$ cat src/rtl/tdp18k_arb_pkg.sv
// Shared types and constants for the TDP18K port arbiter.
// The integrator ties RAM RMODE/WMODE to MODE_18 when using this arbiter.
package tdp18k_arb_pkg;

    localparam int unsigned NUM_REQ = 2;
    localparam int unsigned BE_PER_REQ = 2;
    localparam logic [2:0] MODE_18 = 3'b010;

    typedef enum logic [1:0] {
        IDLE  = 2'd0,
        LOCK0 = 2'd1,
        LOCK1 = 2'd2
    } arb_state_t;

    // One-hot vector selecting requester idx.
    function automatic logic [NUM_REQ-1:0] req_onehot(input logic idx);
        req_onehot = idx ? 2'b10 : 2'b01;
    endfunction

endpackage

$ cat src/rtl/tdp18k_port_arbiter_if.sv
// Requester and RAM-port bus of the TDP18K port arbiter.
// master: fabric requesters plus the RAM read-data return; slave: the arbiter.
interface tdp18k_port_arbiter_if #(
    parameter int unsigned ADDR_W = 14,
    parameter int unsigned DATA_W = 18
);
    import tdp18k_arb_pkg::*;

    logic [NUM_REQ-1:0]            REQ_i;
    logic [NUM_REQ-1:0]            WE_i;
    logic [NUM_REQ-1:0]            LOCK_i;
    logic [NUM_REQ*ADDR_W-1:0]     ADDR_i;
    logic [NUM_REQ*DATA_W-1:0]     WDATA_i;
    logic [NUM_REQ*BE_PER_REQ-1:0] BE_i;
    logic [NUM_REQ-1:0]            GNT_o;
    logic [NUM_REQ-1:0]            RVALID_o;
    logic [DATA_W-1:0]             RDATA_o;
    logic                          RAM_WEN_o;
    logic                          RAM_REN_o;
    logic [ADDR_W-1:0]             RAM_ADDR_o;
    logic [DATA_W-1:0]             RAM_WDATA_o;
    logic [BE_PER_REQ-1:0]         RAM_BE_o;
    logic [DATA_W-1:0]             RAM_RDATA_i;

    modport master (
        output REQ_i, WE_i, LOCK_i, ADDR_i, WDATA_i, BE_i, RAM_RDATA_i,
        input  GNT_o, RVALID_o, RDATA_o,
               RAM_WEN_o, RAM_REN_o, RAM_ADDR_o, RAM_WDATA_o, RAM_BE_o
    );

    modport slave (
        input  REQ_i, WE_i, LOCK_i, ADDR_i, WDATA_i, BE_i, RAM_RDATA_i,
        output GNT_o, RVALID_o, RDATA_o,
               RAM_WEN_o, RAM_REN_o, RAM_ADDR_o, RAM_WDATA_o, RAM_BE_o
    );

endinterface

$ cat src/rtl/tdp18k_arb_pick.sv
// Combinational round-robin picker: lock owner first, else the requester
// that did not win last, else whichever single requester is asking.
module tdp18k_arb_pick
    import tdp18k_arb_pkg::*;
(
    input  logic [NUM_REQ-1:0] req,
    input  logic               last_gnt,
    input  logic               lock_vld,
    input  logic               lock_own,
    output logic [NUM_REQ-1:0] gnt_c
);

    always_comb begin
        gnt_c = '0;
        if (lock_vld && req[lock_own]) begin
            gnt_c = req_onehot(lock_own);
        end else if (&req) begin
            gnt_c = req_onehot(~last_gnt);
        end else begin
            gnt_c = req;
        end
    end

endmodule

$ cat src/rtl/tdp18k_port_arbiter.sv
// Two-requester arbiter sharing one TDP18K RAM port with bounded burst locking.
// Optional macro TDP18K_ARB_RDATA_REG_EN adds a read-return register stage.
module tdp18k_port_arbiter
    import tdp18k_arb_pkg::*;
#(
    parameter int unsigned ADDR_W    = 14,
    parameter int unsigned DATA_W    = 18,
    parameter int unsigned MAX_BURST = 4
) (
    input  logic                   CLK_i,
    input  logic                   RST_ni,
    tdp18k_port_arbiter_if.slave   bus
);

    localparam int unsigned CNT_W = $clog2(MAX_BURST + 1);

    arb_state_t         state_q, state_d;
    logic               last_gnt_q, last_gnt_d;
    logic [CNT_W-1:0]   cnt_q, cnt_d, cnt_inc_c;
    logic               rd_pend_q, rd_tag_q;

    logic [NUM_REQ-1:0] req_c, gnt_c;
    logic               xfer_c, sel_c, rd_c;
    logic               lock_vld_c, lock_own_c;
    logic [ADDR_W-1:0]  addr_c;
    logic [DATA_W-1:0]  wdata_c;
    logic [BE_PER_REQ-1:0] be_c;

    // Requests are masked while reset is asserted so every output reads 0.
    assign req_c      = bus.REQ_i & {NUM_REQ{RST_ni}};
    assign lock_vld_c = (state_q != IDLE);
    assign lock_own_c = (state_q == LOCK1);

    tdp18k_arb_pick u_pick (
        .req      (req_c),
        .last_gnt (last_gnt_q),
        .lock_vld (lock_vld_c),
        .lock_own (lock_own_c),
        .gnt_c    (gnt_c)
    );

    assign xfer_c    = |gnt_c;
    assign sel_c     = gnt_c[1];
    assign rd_c      = xfer_c & ~bus.WE_i[sel_c];
    assign bus.GNT_o = gnt_c;

    assign addr_c  = sel_c ? bus.ADDR_i[2*ADDR_W-1:ADDR_W]  : bus.ADDR_i[ADDR_W-1:0];
    assign wdata_c = sel_c ? bus.WDATA_i[2*DATA_W-1:DATA_W] : bus.WDATA_i[DATA_W-1:0];
    assign be_c    = sel_c ? bus.BE_i[2*BE_PER_REQ-1:BE_PER_REQ] : bus.BE_i[BE_PER_REQ-1:0];

    // RAM pins follow the granted requester and stay at 0 when idle.
    always_comb begin
        bus.RAM_WEN_o   = 1'b0;
        bus.RAM_REN_o   = 1'b0;
        bus.RAM_ADDR_o  = '0;
        bus.RAM_WDATA_o = '0;
        bus.RAM_BE_o    = '0;
        if (xfer_c) begin
            bus.RAM_WEN_o   = bus.WE_i[sel_c];
            bus.RAM_REN_o   = ~bus.WE_i[sel_c];
            bus.RAM_ADDR_o  = addr_c;
            bus.RAM_WDATA_o = wdata_c;
            bus.RAM_BE_o    = be_c;
        end
    end

    always_ff @(posedge CLK_i or negedge RST_ni) begin
        if (!RST_ni) begin
            state_q    <= IDLE;
            last_gnt_q <= 1'b1;
            cnt_q      <= '0;
            rd_pend_q  <= 1'b0;
            rd_tag_q   <= 1'b0;
        end else begin
            state_q    <= state_d;
            last_gnt_q <= last_gnt_d;
            cnt_q      <= cnt_d;
            rd_pend_q  <= rd_c;
            if (xfer_c) begin
                rd_tag_q <= sel_c;
            end
        end
    end

    // Lock FSM: an owner transfer extends the burst until LOCK drops or the cap
    // is hit; any other outcome while locked falls back to IDLE or a new lock.
    always_comb begin
        state_d    = state_q;
        last_gnt_d = last_gnt_q;
        cnt_d      = cnt_q;
        cnt_inc_c  = cnt_q + CNT_W'(1);
        if (xfer_c) begin
            last_gnt_d = sel_c;
            if (lock_vld_c && (sel_c == lock_own_c)) begin
                if (!bus.LOCK_i[sel_c] || (cnt_inc_c == CNT_W'(MAX_BURST))) begin
                    state_d = IDLE;
                    cnt_d   = '0;
                end else begin
                    cnt_d = cnt_inc_c;
                end
            end else if (bus.LOCK_i[sel_c] && (MAX_BURST > 1)) begin
                state_d = sel_c ? LOCK1 : LOCK0;
                cnt_d   = CNT_W'(1);
            end else begin
                state_d = IDLE;
                cnt_d   = '0;
            end
        end else if (lock_vld_c) begin
            state_d = IDLE;
            cnt_d   = '0;
        end
    end

`ifdef TDP18K_ARB_RDATA_REG_EN
    logic [NUM_REQ-1:0] rvalid_q;
    logic [DATA_W-1:0]  rdata_q;

    // Extra return stage; read data holds between valid beats.
    always_ff @(posedge CLK_i or negedge RST_ni) begin
        if (!RST_ni) begin
            rvalid_q <= '0;
            rdata_q  <= '0;
        end else begin
            rvalid_q <= rd_pend_q ? req_onehot(rd_tag_q) : '0;
            if (rd_pend_q) begin
                rdata_q <= bus.RAM_RDATA_i;
            end
        end
    end

    assign bus.RVALID_o = rvalid_q;
    assign bus.RDATA_o  = rdata_q;
`else
    assign bus.RVALID_o = rd_pend_q ? req_onehot(rd_tag_q) : '0;
    assign bus.RDATA_o  = rd_pend_q ? bus.RAM_RDATA_i : '0;
`endif

endmodule
$ cat src/flat_wrapper.sv
// flat-port wrapper written by rule: the top's interface ports become plain ports
module tdp18k_port_arbiter_flat import tdp18k_arb_pkg::*;
#(
    parameter int unsigned ADDR_W    = 14,
    parameter int unsigned DATA_W    = 18,
    parameter int unsigned MAX_BURST = 4
)
  (CLK_i, RST_ni, bus_REQ_i, bus_WE_i, bus_LOCK_i, bus_ADDR_i, bus_WDATA_i, bus_BE_i, bus_RAM_RDATA_i, bus_GNT_o, bus_RVALID_o, bus_RDATA_o, bus_RAM_WEN_o, bus_RAM_REN_o, bus_RAM_ADDR_o, bus_RAM_WDATA_o, bus_RAM_BE_o);
  tdp18k_port_arbiter_if #(.ADDR_W(ADDR_W), .DATA_W(DATA_W)) bus_i ();
  input  logic CLK_i;
  input  logic RST_ni;
  input wire logic [$bits(bus_i.REQ_i)-1:0] bus_REQ_i;
  input wire logic [$bits(bus_i.WE_i)-1:0] bus_WE_i;
  input wire logic [$bits(bus_i.LOCK_i)-1:0] bus_LOCK_i;
  input wire logic [$bits(bus_i.ADDR_i)-1:0] bus_ADDR_i;
  input wire logic [$bits(bus_i.WDATA_i)-1:0] bus_WDATA_i;
  input wire logic [$bits(bus_i.BE_i)-1:0] bus_BE_i;
  input wire logic [$bits(bus_i.RAM_RDATA_i)-1:0] bus_RAM_RDATA_i;
  output wire logic [$bits(bus_i.GNT_o)-1:0] bus_GNT_o;
  output wire logic [$bits(bus_i.RVALID_o)-1:0] bus_RVALID_o;
  output wire logic [$bits(bus_i.RDATA_o)-1:0] bus_RDATA_o;
  output wire logic [$bits(bus_i.RAM_WEN_o)-1:0] bus_RAM_WEN_o;
  output wire logic [$bits(bus_i.RAM_REN_o)-1:0] bus_RAM_REN_o;
  output wire logic [$bits(bus_i.RAM_ADDR_o)-1:0] bus_RAM_ADDR_o;
  output wire logic [$bits(bus_i.RAM_WDATA_o)-1:0] bus_RAM_WDATA_o;
  output wire logic [$bits(bus_i.RAM_BE_o)-1:0] bus_RAM_BE_o;
  assign bus_i.REQ_i = bus_REQ_i;
  assign bus_i.WE_i = bus_WE_i;
  assign bus_i.LOCK_i = bus_LOCK_i;
  assign bus_i.ADDR_i = bus_ADDR_i;
  assign bus_i.WDATA_i = bus_WDATA_i;
  assign bus_i.BE_i = bus_BE_i;
  assign bus_i.RAM_RDATA_i = bus_RAM_RDATA_i;
  assign bus_GNT_o = bus_i.GNT_o;
  assign bus_RVALID_o = bus_i.RVALID_o;
  assign bus_RDATA_o = bus_i.RDATA_o;
  assign bus_RAM_WEN_o = bus_i.RAM_WEN_o;
  assign bus_RAM_REN_o = bus_i.RAM_REN_o;
  assign bus_RAM_ADDR_o = bus_i.RAM_ADDR_o;
  assign bus_RAM_WDATA_o = bus_i.RAM_WDATA_o;
  assign bus_RAM_BE_o = bus_i.RAM_BE_o;
  tdp18k_port_arbiter #(.ADDR_W(ADDR_W), .DATA_W(DATA_W), .MAX_BURST(MAX_BURST)) u_core (.CLK_i(CLK_i), .RST_ni(RST_ni), .bus(bus_i));
endmodule
$ cat config.mk
export PLATFORM = sky130hd
export DESIGN_NAME = tdp18k_port_arbiter_flat
export DESIGN_NICKNAME = d
export VERILOG_FILES = /design/src/rtl/tdp18k_arb_pkg.sv /design/src/rtl/tdp18k_port_arbiter_if.sv /design/src/rtl/tdp18k_arb_pick.sv /design/src/rtl/tdp18k_port_arbiter.sv /design/src/flat_wrapper.sv
export SDC_FILE = /design/constraint.sdc
export NUM_CORES = 1
export LEC_CHECK = 0
export CAP_MARGIN = 20
export CELL_PAD_IN_SITES_DETAIL_PLACEMENT = 0
export CELL_PAD_IN_SITES_GLOBAL_PLACEMENT = 2
export CORE_MARGIN = 1
export CORE_UTILIZATION = 10
export DETAILED_ROUTE_END_ITERATION = 16
export GPL_TIMING_DRIVEN = 0
export PLACE_DENSITY_LB_ADDON = 0.1
export SETUP_SLACK_MARGIN = 0.2
export SYNTH_ARGS = -nofsm -noshare
export SYNTH_HDL_FRONTEND = slang
export SYNTH_SLANG_ARGS = --single-unit
$ cat constraint.sdc
create_clock -name CLK_i -period 2.5 [get_ports CLK_i]
set_clock_uncertainty 0.1 [all_clocks]
set_input_delay 0.5 -clock CLK_i [delete_from_list [all_inputs] [get_ports CLK_i]]
set_output_delay 0.5 -clock CLK_i [all_outputs]
set_load 0.1 [all_outputs]
### Word level (Yosys, flattened, before mapping)

Cells that the tools add are included.
W data, S select, Z words.

* flip-flop bits (word level): 8
* bits of input ports: 94

* add/subtract/negate cells: 1
* magnitude comparators: 2
* equal/unequal tests: 4
* mux-type cells: 32
* bitwise gates (word level): 3
* reductions and logical operators: 9

Operators by type and width (count)
* $mux W18: 3
* $mux W14: 2
* $mux W2: 14
* $mux W3: 4
* $mux W1: 9
* $lt A1 B2 Y1 const B: 2
* $reduce_and A2 Y1: 2
* $reduce_bool A2 Y1: 2
* $add A3 B1 Y3 const B: 1
* $eq A3 B3 Y1 const B: 1
* $ne A3 B3 Y1 const B: 1
* $and A2 B2 Y2: 1
* $eq A2 B2 Y1 const B: 1
* $logic_and A1 B1 Y1: 2
* $reduce_or A2 Y1: 1
* $and A1 B1 Y1: 1
* $eq A1 B1 Y1: 1
* $logic_not A1 Y1: 1
* $logic_or A1 B1 Y1: 1
* $not A1 Y1: 1

### Logic depth before layout (Yosys ltp)

Gate-level depths: netlist of the first run.

* word-level depth: 12
* depth in mapped cells: 6
* mapped depth without buffers: 5

### Cells and area by module

Synthesis of the first run repeated with hierarchy kept, for this count alone.

* cells, all modules: 111
* area total of the unflattened synthesis: 947.2 sq um

By module, submodules not included
* tdp18k_port_arbiter: instances 1, cells each 106, area each 917.1 sq um, sequential area each 201.4 sq um
* tdp18k_arb_pick: instances 1, cells each 5, area each 30.0 sq um, sequential area each 0.0 sq um

### Worst setup path before layout of the first run

Ideal clock, no wire load.

* path kind: input to output
* start point: input bus_REQ_i[0]
* end point: output bus_RAM_ADDR_o[10]
* arrival: 3.040 ns
* data required time: 1.900 ns
* setup slack: -1.140 ns
* stages: 6
* cell sequence: and2_1 > or3_4 > clkinv_2 > buf_4 > nand2_1 > a21oi_1

* cells in the longest elaborated chain, start to end: 7
* elaborated cells on any way between the ends: 10
* classes of those cells: mux (6); bitwise (1); reduce/logical (3)

RTL lines
* from (decl): line flat_wrapper.sv:12 `input wire logic [$bits(bus_i.REQ_i)-1:0] bus_REQ_i;`
* $and A2 B2 Y2 (*): line tdp18k_port_arbiter.sv:30 `assign req_c = bus.REQ_i & {NUM_REQ{RST_ni}};`
* $mux W1 (not written as such) (2 in a row): line tdp18k_arb_pick.sv:15 `if (lock_vld && req[lock_own]) begin`
* $logic_and A1 B1 Y1: line tdp18k_arb_pick.sv:15
* $mux W2 (*): line tdp18k_arb_pick.sv:15
* via bus_GNT_o[1]: line flat_wrapper.sv:19 `output wire logic [$bits(bus_i.GNT_o)-1:0] bus_GNT_o;`
* $mux W14 / $reduce_or A2 Y1 (equally long branches): line tdp18k_port_arbiter.sv:47, tdp18k_port_arbiter.sv:42
* $mux W14 (*): line tdp18k_port_arbiter.sv:58 `if (xfer_c) begin`
* to (decl): line flat_wrapper.sv:24 `output wire logic [$bits(bus_i.RAM_ADDR_o)-1:0] bus_RAM_ADDR_o;`

Mark *: on every way through the listed nets, which the timed path passes. The rest lies on a longest branch. The select of a mux whose other input is x is not followed.

### Worst setup path in the final report of the first run

* start point: register u_core.state_q[0]
* end point: output bus_RAM_REN_o

* cells in the longest elaborated chain, start to end: 9
* elaborated cells on any way between the ends: 12
* classes of those cells: eq/ne (1); mux (7); bitwise (1); reduce/logical (3)

RTL lines
* from (decl): line tdp18k_port_arbiter.sv:17 `arb_state_t state_q, state_d;`
* from (signal assigned): line tdp18k_port_arbiter.sv:75 `state_q <= state_d;`
* $eq A2 B2 Y1: line tdp18k_port_arbiter.sv:32 `assign lock_own_c = (state_q == LOCK1);`
* $mux W1 (not written as such) (2 in a row): line tdp18k_arb_pick.sv:15
* $logic_and A1 B1 Y1: line tdp18k_arb_pick.sv:15
* $mux W2 (*): line tdp18k_arb_pick.sv:15
* $mux W1 (not written as such) (2 in a row): line tdp18k_port_arbiter.sv:60 `bus.RAM_REN_o = ~bus.WE_i[sel_c];`
* $not A1 Y1: line tdp18k_port_arbiter.sv:60
* $mux W1 (*): line tdp18k_port_arbiter.sv:58
* to (decl): line flat_wrapper.sv:23 `output wire logic [$bits(bus_i.RAM_REN_o)-1:0] bus_RAM_REN_o;`

Mark *: on every way between the ends. The rest lies on a longest branch, timed or not. The select of a mux whose other input is x is not followed.

==> qor.csv, run 1 <==
metric;value;unit
outcome;finished, violations left;
violations;setup timing;
r2r_cells;6;
drc;0;
slew_headroom;0.531;
num_rows;38;
cp_top_family;simple AND/OR/NAND/NOR gates;
antennaDiodeCount;0;
dieArea;11900;sq um
required;1.90;ns
core_area;11000;sq um
vias;1994;
path_buf_inv;2;
final_cell_area;4060;sq um
grt_use_met3;0.0161;
r2r_start;u_core.state_q[0];
cpPeakStageDelay;0.44;ns
ys_async_sr_fraction;1.00;
dpl.hpwl;5550;um
worstPathArrival;1.94;ns
num_io_pins;152;
nNetsFinal;469;
worst_slew_pin_slew;0.696;ns
drt_first_pass_iters;4;
setup_viol_count_final;23;
r2r-end;u_core.state_q[0];
netlist_area;1140;sq um
grtUsageTotal;0.114;
ff2ff_setup_slack;0.41;ns
yosysWarningCount;0;
hold_viol;0;
p_leak;1.57;nW
drive_gt1_frac;0.454;
hp-class;in2async;
cts_tree;done;
die_x;109;um
synth_ff_type;dfrtp_1;
cts_root_buffer;clkbuf_16;
hold_ws;0.142;ns
ys_seq_area_frac;0.176;
grtUsageMet1;0.126;
grt_max_degree;11;
clk_path_buf_depth;2;
place.gp.congestion;0.703;
placed_area;3310;sq um
cts_buffers;3;
crit_path_end_kind;output pin;
slowest_stage;or3_4;
start_kind;register;
final_cell_mix;90 x clkdlybuf4s50_1, 48 x nand2_1, 39 x buf_12;
grt_pass1_vias;2020;
syn-num-nets;293;
clk_pin_slew;0.04;ns
critPathKind;reg2out;
rsz0062_at_grt;true;
wire_per_inst;13.9;um
wirelength;7130;um
avgSynthCellArea;5.81;sq um
setup_slack;-0.0386;ns
synth-edff-count;0;
clkLatencyLatePin;0.23;ns
final_common_cell;clkdlybuf4s50_1;
antenna_found_initial;0;
busiest_layer;met2;
portBuffers;151;
overflow;0;
ir_worst_vdd;0.000292;V
synthDistinctLibCells;32;
synthToLayoutAreaGrowth;255;%
vias_per_cell;3.89;
period_share;1.02;
crit_chain;and2_4 -> or3_4 -> clkinv_8 -> mux2i_4 -> nor2b_4 -> buf_12;
syn_inst;197;
maxCapViolations;0;
slew_viol_final;0;
h-tree-depth;1;
crit_fanout;5;
max_freq;0.394;GHz
met2_usage;0.228;
start_util;0.104;
grt_pass1_wl;10600;um
fin_crit;2.54;ns
drt_iter0_markers;96;
ant_nets;0;
die_h;109;um
power_density;386;nW/um^2
clkSinkCount;8;
tns;-0.341;ns
synth-seq-cells;8;
[cells by family (layout without fill, tap and decap cells)]
family                     count (synthesis)  after routing  synth area share
adders and majority gates                  2              2            0.0219
AOI/OAI and AO/OA                         50             50             0.243
muxes                                      1              1           0.00875
and+or+nand+nor                          115            115             0.456
buffers and inverters                     20            195            0.0864
xor gates and xnor gates                   1              1           0.00766
DFF                                        8              8             0.176
[area by class of cell]
cell class,instances,area [sq um]
multi-input combinational,169,1360
timing repair inverter,1,8.76
fill,1119,6920
timing repair buffer,170,2060
clock buffer,4,78.8
buffer,13,144
tap,140,175
inverter,7,38.8
sequential,8,203
[sequential cells by signal, summed over array words and instances, names as in the netlist]
name and count:
u_core.last_gnt_q 1, u_core.rd_tag_q 1, u_core.state_q 2, u_core.rd_pend_q 1, u_core.cnt_q 3
[routing by layer]
layer  share of wire  vias up  wire length, um
li1                -     1000                -
met1            0.38      913             2700
met2            0.54       71             3870
met3           0.063       10              446
met4           0.016        0              117
met5               0        -                0
[worst reg2reg max path: cells and delay by family, from the launching register on]
family	cells	cell delay, ns
AO/OA/AOI/OAI	1	0.29
buffers and inverters	2	0.26
flip-flops	1	0.40
AND/OR/NAND/NOR	3	0.94
[metrics by stage]
stage	worst slack, ns	power, W	util	instances
final	-0.0386	0.00157	0.370	512
after global routing	-0.104	0.00163	0.370	512
after CTS	-0.0592	0.00157	0.362	507
after detailed placement	-1.96	0.00112	0.302	490
after global placement	-1.96	0.00112	0.299	488
after floorplan	-0.0926	0.000814	-	197
[timing repair]
| item | in CTS | in global routing |
|---|---|---|
| pin swaps | 2 | 17 |
| setup endpoints to repair | 66 | 42 |
| gates cloned | 1 | 0 |
| gates resized for setup | 446 | 23 |
| hold buffers | 1 | 0 |
| endpoints found under the hold margin | 7 | 0 |
| setup buffers | 11 | 5 |
[power breakdown]
group / switching (W) / total, W / leakage, nW / internal [W]
sequential: 0.0000119 / 0.000157 / 0.101 / 0.000146
clock: 0.0000678 / 0.000281 / 0.0382 / 0.000213
combinational: 0.000681 / 0.00113 / 1.43 / 0.000449
[cell usage after synthesis, types with 2 or more instances]
cell      number  share of area
buf_2          3          0.013
nand3_1        4          0.018
a21oi_1       37           0.16
nor2b_1        3          0.016
dfrtp_1        7           0.15
nand4_1        2          0.011
o21ai_0        3          0.013
nor2_1         3         0.0098
ha_1           2          0.022
inv_1          6          0.020
o211ai_1       2          0.013
clkbuf_1       6          0.020
buf_4          3          0.020
o31ai_1        2          0.013
and2_1        20           0.11
nand2_1       78           0.26
[how the worst max path moves through the flow]
stage / cells past startpoint / startpoint / slack (ns) / to
6_report: 6 / u_core.state_q[0] / -0.04 / bus_RAM_REN_o
5_1_grt: 6 / u_core.state_q[0] / -0.10 / bus_RAM_REN_o
4_1_cts: 6 / u_core.state_q[0] / -0.06 / bus_RAM_REN_o
3_5_place_dp: 7 / RST_ni / -1.96 / bus_RAM_REN_o
3_3_place_gp: 7 / RST_ni / -1.96 / bus_RAM_REN_o
2_1_floorplan: 6 / bus_REQ_i[0] / -0.09 / bus_RAM_ADDR_o[10]
Note: power is estimated with default switching activity, not from simulation.
==> run 2: changes to the inputs <==
- clock period: 2.5 -> 2.75 ns (I/O delays scaled with it)
==> run 2 against run 1 <==
  * The run now ends clean
  * Cell area down 2.3%
  * Global-route usage is 0.71 points lower
  * Power is 10% lower
  * Worst setup slack improved by 0.16 ns
  * Critical path depth increased by 1
  * Register-to-register slack gained 0.36 ns
  * Sequential share of layout area is 0.12 points higher
  * Die area unchanged
  * Flip-flop and latch count is the same
  * Sequential power decreased by 8%
  * Core utilization shrank 0.84 points
  * Critical path type is now in2out
==> qor.csv, run 2 (synthesis gave the netlist of run 1 again) <==
metric;value;unit;change
clkSinkCount;8;;unchanged
worstPathArrival;1.98;ns;was 1.94 ns
postCtsHoldBufs;0;;was 1
final_cell_area;3970;sq um;was 4060 sq um
antennaDiodeCount;0;;unchanged
outcome;finished, final reports clean;;was finished, violations left
fillers;1154;;was 1,119
r2r-end;u_core.state_q[0];;unchanged
slew_headroom;0.511;;was 0.531
maxCapViolations;0;;unchanged
die_x;109;um;unchanged
slew_viol_final;0;;unchanged
busiest_layer;met2;;unchanged
synthToLayoutAreaGrowth;247;%;was 255%
grtUsageMet1;0.117;;was 0.126
crit_chain;buf_8 -> and3b_2 -> or3_4 -> clkinv_8 -> mux2i_4 -> nor2b_4 -> buf_12;;was and2_4 -> or3_4 -> clkinv_8 -> mux2i_4 -> nor2b_4 -> buf_12
stdcell_count;500;;was 512
core_area;11000;sq um;unchanged
drc;0;;unchanged
r2r_cells;5;;was 6
start_util;0.104;;unchanged
multi_input_area;1370;sq um;was 1360 sq um
final_cell_mix;90 x clkdlybuf4s50_1, 44 x nand2_1, 35 x buf_12;;was 90 x clkdlybuf4s50_1, 48 x nand2_1, 39 x buf_12
ir_worst_vdd;0.000224;V;was 0.000292 V
p_leak;1.53;nW;was 1.57 nW
wire_per_inst;12.9;um;was 13.9 um
ant_nets;0;;unchanged
drt_iter0_markers;66;;was 96
dpl.hpwl;5180;um;was 5550 um
hp-class;in2async;;unchanged
r2r_start;u_core.last_gnt_q;;was u_core.state_q[0]
grt_pass1_wl;10000;um;was 10,600 um
place.gp.congestion;0.694;;was 0.703
fin_crit;2.63;ns;
dp.cells;491;;was 490
clk_path_buf_depth;2;;unchanged
largest_register_ffs;3;;unchanged
grt_use_met3;0.0347;;was 0.0161
clk_pin_slew;0.04;ns;about the same
start_kind;primary input;;was register
vias;1974;;was 1,994
cts_root_buffer;clkbuf_16;;unchanged
grtUsageTotal;0.107;;was 0.114
hold_ws;0.0153;ns;was 0.142 ns
wirelength;6470;um;was 7130 um
cts_tree;done;;unchanged
period_share;0.957;;
p_total;0.00141;W;was 0.00157 W
slowest_stage;or3_4;;unchanged
antenna_found_initial;0;;unchanged
nNetsFinal;457;;was 469
met2_usage;0.200;;was 0.228
hold_viol;0;;unchanged
rsz0062_at_grt;true;;unchanged
worst_slew_pin_slew;0.727;ns;was 0.696 ns
num_io_pins;152;;unchanged
portBuffers;151;;unchanged
largestRegisters;u_core.cnt_q x3, u_core.state_q x2;;unchanged
cts_buffers;3;;unchanged
required;2.10;ns;was 1.90 ns
vias_per_cell;3.95;;was 3.89
placed_area;3320;sq um;was 3310 sq um
setup_viol_count_final;0;;was 23
cpPeakStageDelay;0.38;ns;was 0.44 ns
max_freq;0.380;GHz;
clkLatencyLatePin;0.24;ns;was 0.23 ns
top_register;u_core.cnt_q;;unchanged
ff2ff_setup_slack;0.77;ns;was 0.41 ns
crit_fanout;6;;was 5
h-tree-depth;1;;unchanged
seq_area;203;sq um;unchanged
grt_max_degree;17;;was 11
final_common_cell;clkdlybuf4s50_1;;unchanged
die_h;109;um;unchanged
critPathKind;in2out;;was reg2out
drive_gt1_frac;0.444;;was 0.454
crit_path_end_kind;output pin;;unchanged
power_density;354;nW/um^2;was 386 nW/um^2
num_rows;38;;unchanged
dieArea;11900;sq um;unchanged
overflow;0;;unchanged
drt_first_pass_iters;3;;was 4
grt_pass1_vias;2132;;was 2,020
## run 2: cell count changes in the layout (fill, tap and decap cells not counted), sizes merged
cell,previous run,this run
clkdlybuf4s18,4,0
clkdlybuf4s15,16,19
dlygate4sd3,1,0
buf,65,55
## run 2: critical path, delay by kind of cell
kind                   cells  cell delay [ns]
buffers and inverters      3             0.39
AND/OR/NAND/NOR            3             0.79
multiplexers               1             0.23
## run 2: area by class of cell
type,count,share of cell area
buffer,13,0.0328
clock buffer,4,0.0198
inverter,7,0.00977
multi-input combinational,169,0.344
sequential,8,0.0510
tap,140,0.0441
timing repair buffer,158,0.496
timing repair inverter,1,0.00221
## run 2: power by group
part | total [W] | internal, W | leakage (nW) | switching [W]
clock network | 0.000259 | 0.000194 | 0.0382 | 0.0000647
registers | 0.000144 | 0.000132 | 0.101 | 0.0000118
logic | 0.00100 | 0.000391 | 1.39 | 0.000612
## run 2: worst max-delay path by stage
stage                 start                  to  slack [ns]  depth (start not counted)
2_1_floorplan  bus_REQ_i[0]  bus_RAM_ADDR_o[10]      -0.001                          6
3_3_place_gp         RST_ni       bus_RAM_WEN_o       -1.77                          5
3_5_place_dp         RST_ni       bus_RAM_REN_o       -1.74                          7
4_1_cts        bus_REQ_i[0]       bus_RAM_REN_o        0.10                          7
5_1_grt        bus_REQ_i[0]  bus_RAM_ADDR_o[10]        0.06                          8
6_report       bus_REQ_i[0]       bus_RAM_REN_o        0.12                          7
## run 2: stage by stage
step	setup slack [ns]	util	setup TNS (ns)
floorplan	-0.000987	-	-0.000987
global placement	-1.77	0.299	-68.37
finish	0.119	0.362	0
detailed placement	-1.74	0.303	-67.21
global route	0.0586	0.362	0
CTS	0.103	0.361	0
## run 2: repair_timing
action | 4_1_cts | 5_1_grt
setup endpoints to repair | 64 | 38
gates resized for setup | 453 | 10
buffers inserted | 3 | 0
pin swaps | 4 | 5
cloned | 2 | 0
## run 2: per-layer routing
metal,vias to the layer above,routed length (um),part of all wire
met2,107,3100,0.48
met3,5,739,0.11
met1,884,2580,0.40
met4,0,46,0.0071
li1,978,-,-
met5,-,0,0
==> RTL edit: new RTL, settings of run 1 <==
Build with the macro `TDP18K_ARB_RDATA_REG_EN` defined.
--- a/src/rtl/tdp18k_port_arbiter.sv
+++ b/src/rtl/tdp18k_port_arbiter.sv
@@ -1,5 +1,7 @@
 // Two-requester arbiter sharing one TDP18K RAM port with bounded burst locking.
 // Optional macro TDP18K_ARB_RDATA_REG_EN adds a read-return register stage.
+`define TDP18K_ARB_RDATA_REG_EN
+
 module tdp18k_port_arbiter
     import tdp18k_arb_pkg::*;
 #(
Function: changed (a bounded check fails within 4 cycles, from zero or initial values and one cycle with RST_ni low).
==> RTL edit against run 1 <==
  * Sequential cell count is 20 higher
  * Register-to-register slack gained 320 ps
  * Total power is 74% higher
  * Area after synthesis up 39%
  * Count of clock-buffer cells in the layout unchanged
  * Routed wire length grew 5.1%
  * Hold slack worse by 57 ps
  * Design area increased by 13%
  * Worst setup slack improved by 120 ps
  * Largest cell class unchanged
==> RTL edit: results (changes against run 1) <==
[worst_setup_path]
crit_end=bus_RAM_ADDR_o[9]
rrSetupSlack_ps=730  ; +320 ps
arrival_ps=1820  ; -120 ps
reg2regPathDepth=5  ; -1
cp-startpoint=u_core.last_gnt_q$_DFFE_PN1P_
slowest_delay_ps=540  ; +100 ps
r2r_end=u_core.cnt_q[1]$_DFFE_PN0P_
crit_path_top_delay_cell=dfstp_2
cp_max_fo=8  ; +3
path_delay_family=flip-flops

[run_status]
outcome=finished clean

[cts]
cts-root-buf=clkbuf_16
path_clk_slew_ps=80  ; +40 ps
cts_resized=416  ; -6.7%
cts_setup_buffers=15  ; +4

[global_route]
grt.total_usage_pct=8.68  ; -2.8 points
grt_max_degree=28  ; +17
met1_usage_pct=10.3  ; -2.3 points
met2_usage_pct=14.1  ; -8.7 points
antenna_found_initial=1  ; +1
grt_pass1_vias=2115  ; +4.7%
grt_pass1_wl_um=11200  ; +5.8%

[placement]
gp_routability_congestion=0.636  ; -9.5%
dp_hpwl_um=5450  ; -1.9%
postPlaceCellArea_mm2=0.00363  ; +9.6%
post-place-ws_ps=-1780  ; +180 ps

[final_layout]
final_nets=414  ; -12%
largest_reg_flops=18  ; +15
drive_gt1_share_pct=45.7  ; +0.31 points

[yosys]
yosys-top-cells-count=a22o_1 (36), dfrtp_1 (27), mux2_2 (18)
synthesis.nets=231  ; -21%
synthDistinctLibCells=35  ; +9.4%
yosysSeqAreaShare_pct=44.1  ; +26 points

[detailed_routing]
drt_iter0_drc=35  ; -64%
wl_met1_um=3090  ; +14%
post_drt_via_cell_ratio=3.59  ; -7.9%
wl_met3_um=1060  ; +140%

[pwr]
p_sw_mw=1.33  ; +76%
p_per_area_mw_per_mm2=593  ; +54%
vdd_drop_max_mv=0.261  ; -10%
seqPwrFrac_pct=20.7  ; +11 points

[timing]
holdWs_ps=85.7  ; -56.6 ps

[RTL edit: cells by family (layout without fill, tap and decap cells)]
family                     Yosys count  in the layout  synth area share (%)
DFF                                 28             28                  44.1
buffers and inverters               14            196                  4.01
and+or+nand+nor                     20             20                  8.80
adders and majority gates            2              2                  1.57
muxes                               20             20                  14.0
other                                0              1                     0
AOI/OAI and AO/OA                   50             50                  27.0
xor gates and xnor gates             1              1                 0.550
[RTL edit: cell type report]
class,count,area [um^2],area share (%)
Tap cell,211,264,5.73
Multi-Input combinational cell,93,1170,25.4
Buffer,10,154,3.34
Timing Repair Buffer,178,2220,48.2
Sequential cell,28,703,15.3
Clock buffer,4,78.8,1.71
Inverter,4,15.0,0.326
Antenna cell,1,2.50,0.0543
[RTL edit: through the flow]
step           TNS, ps  utilization (%)  instances
2_1_floorplan        0                -        135
3_3_place_gp   -116230             23.7        497
3_5_place_dp    -61350             23.6        497
4_1_cts              0             28.6        518
5_1_grt              0             30.0        528
6_report             0             30.0        529
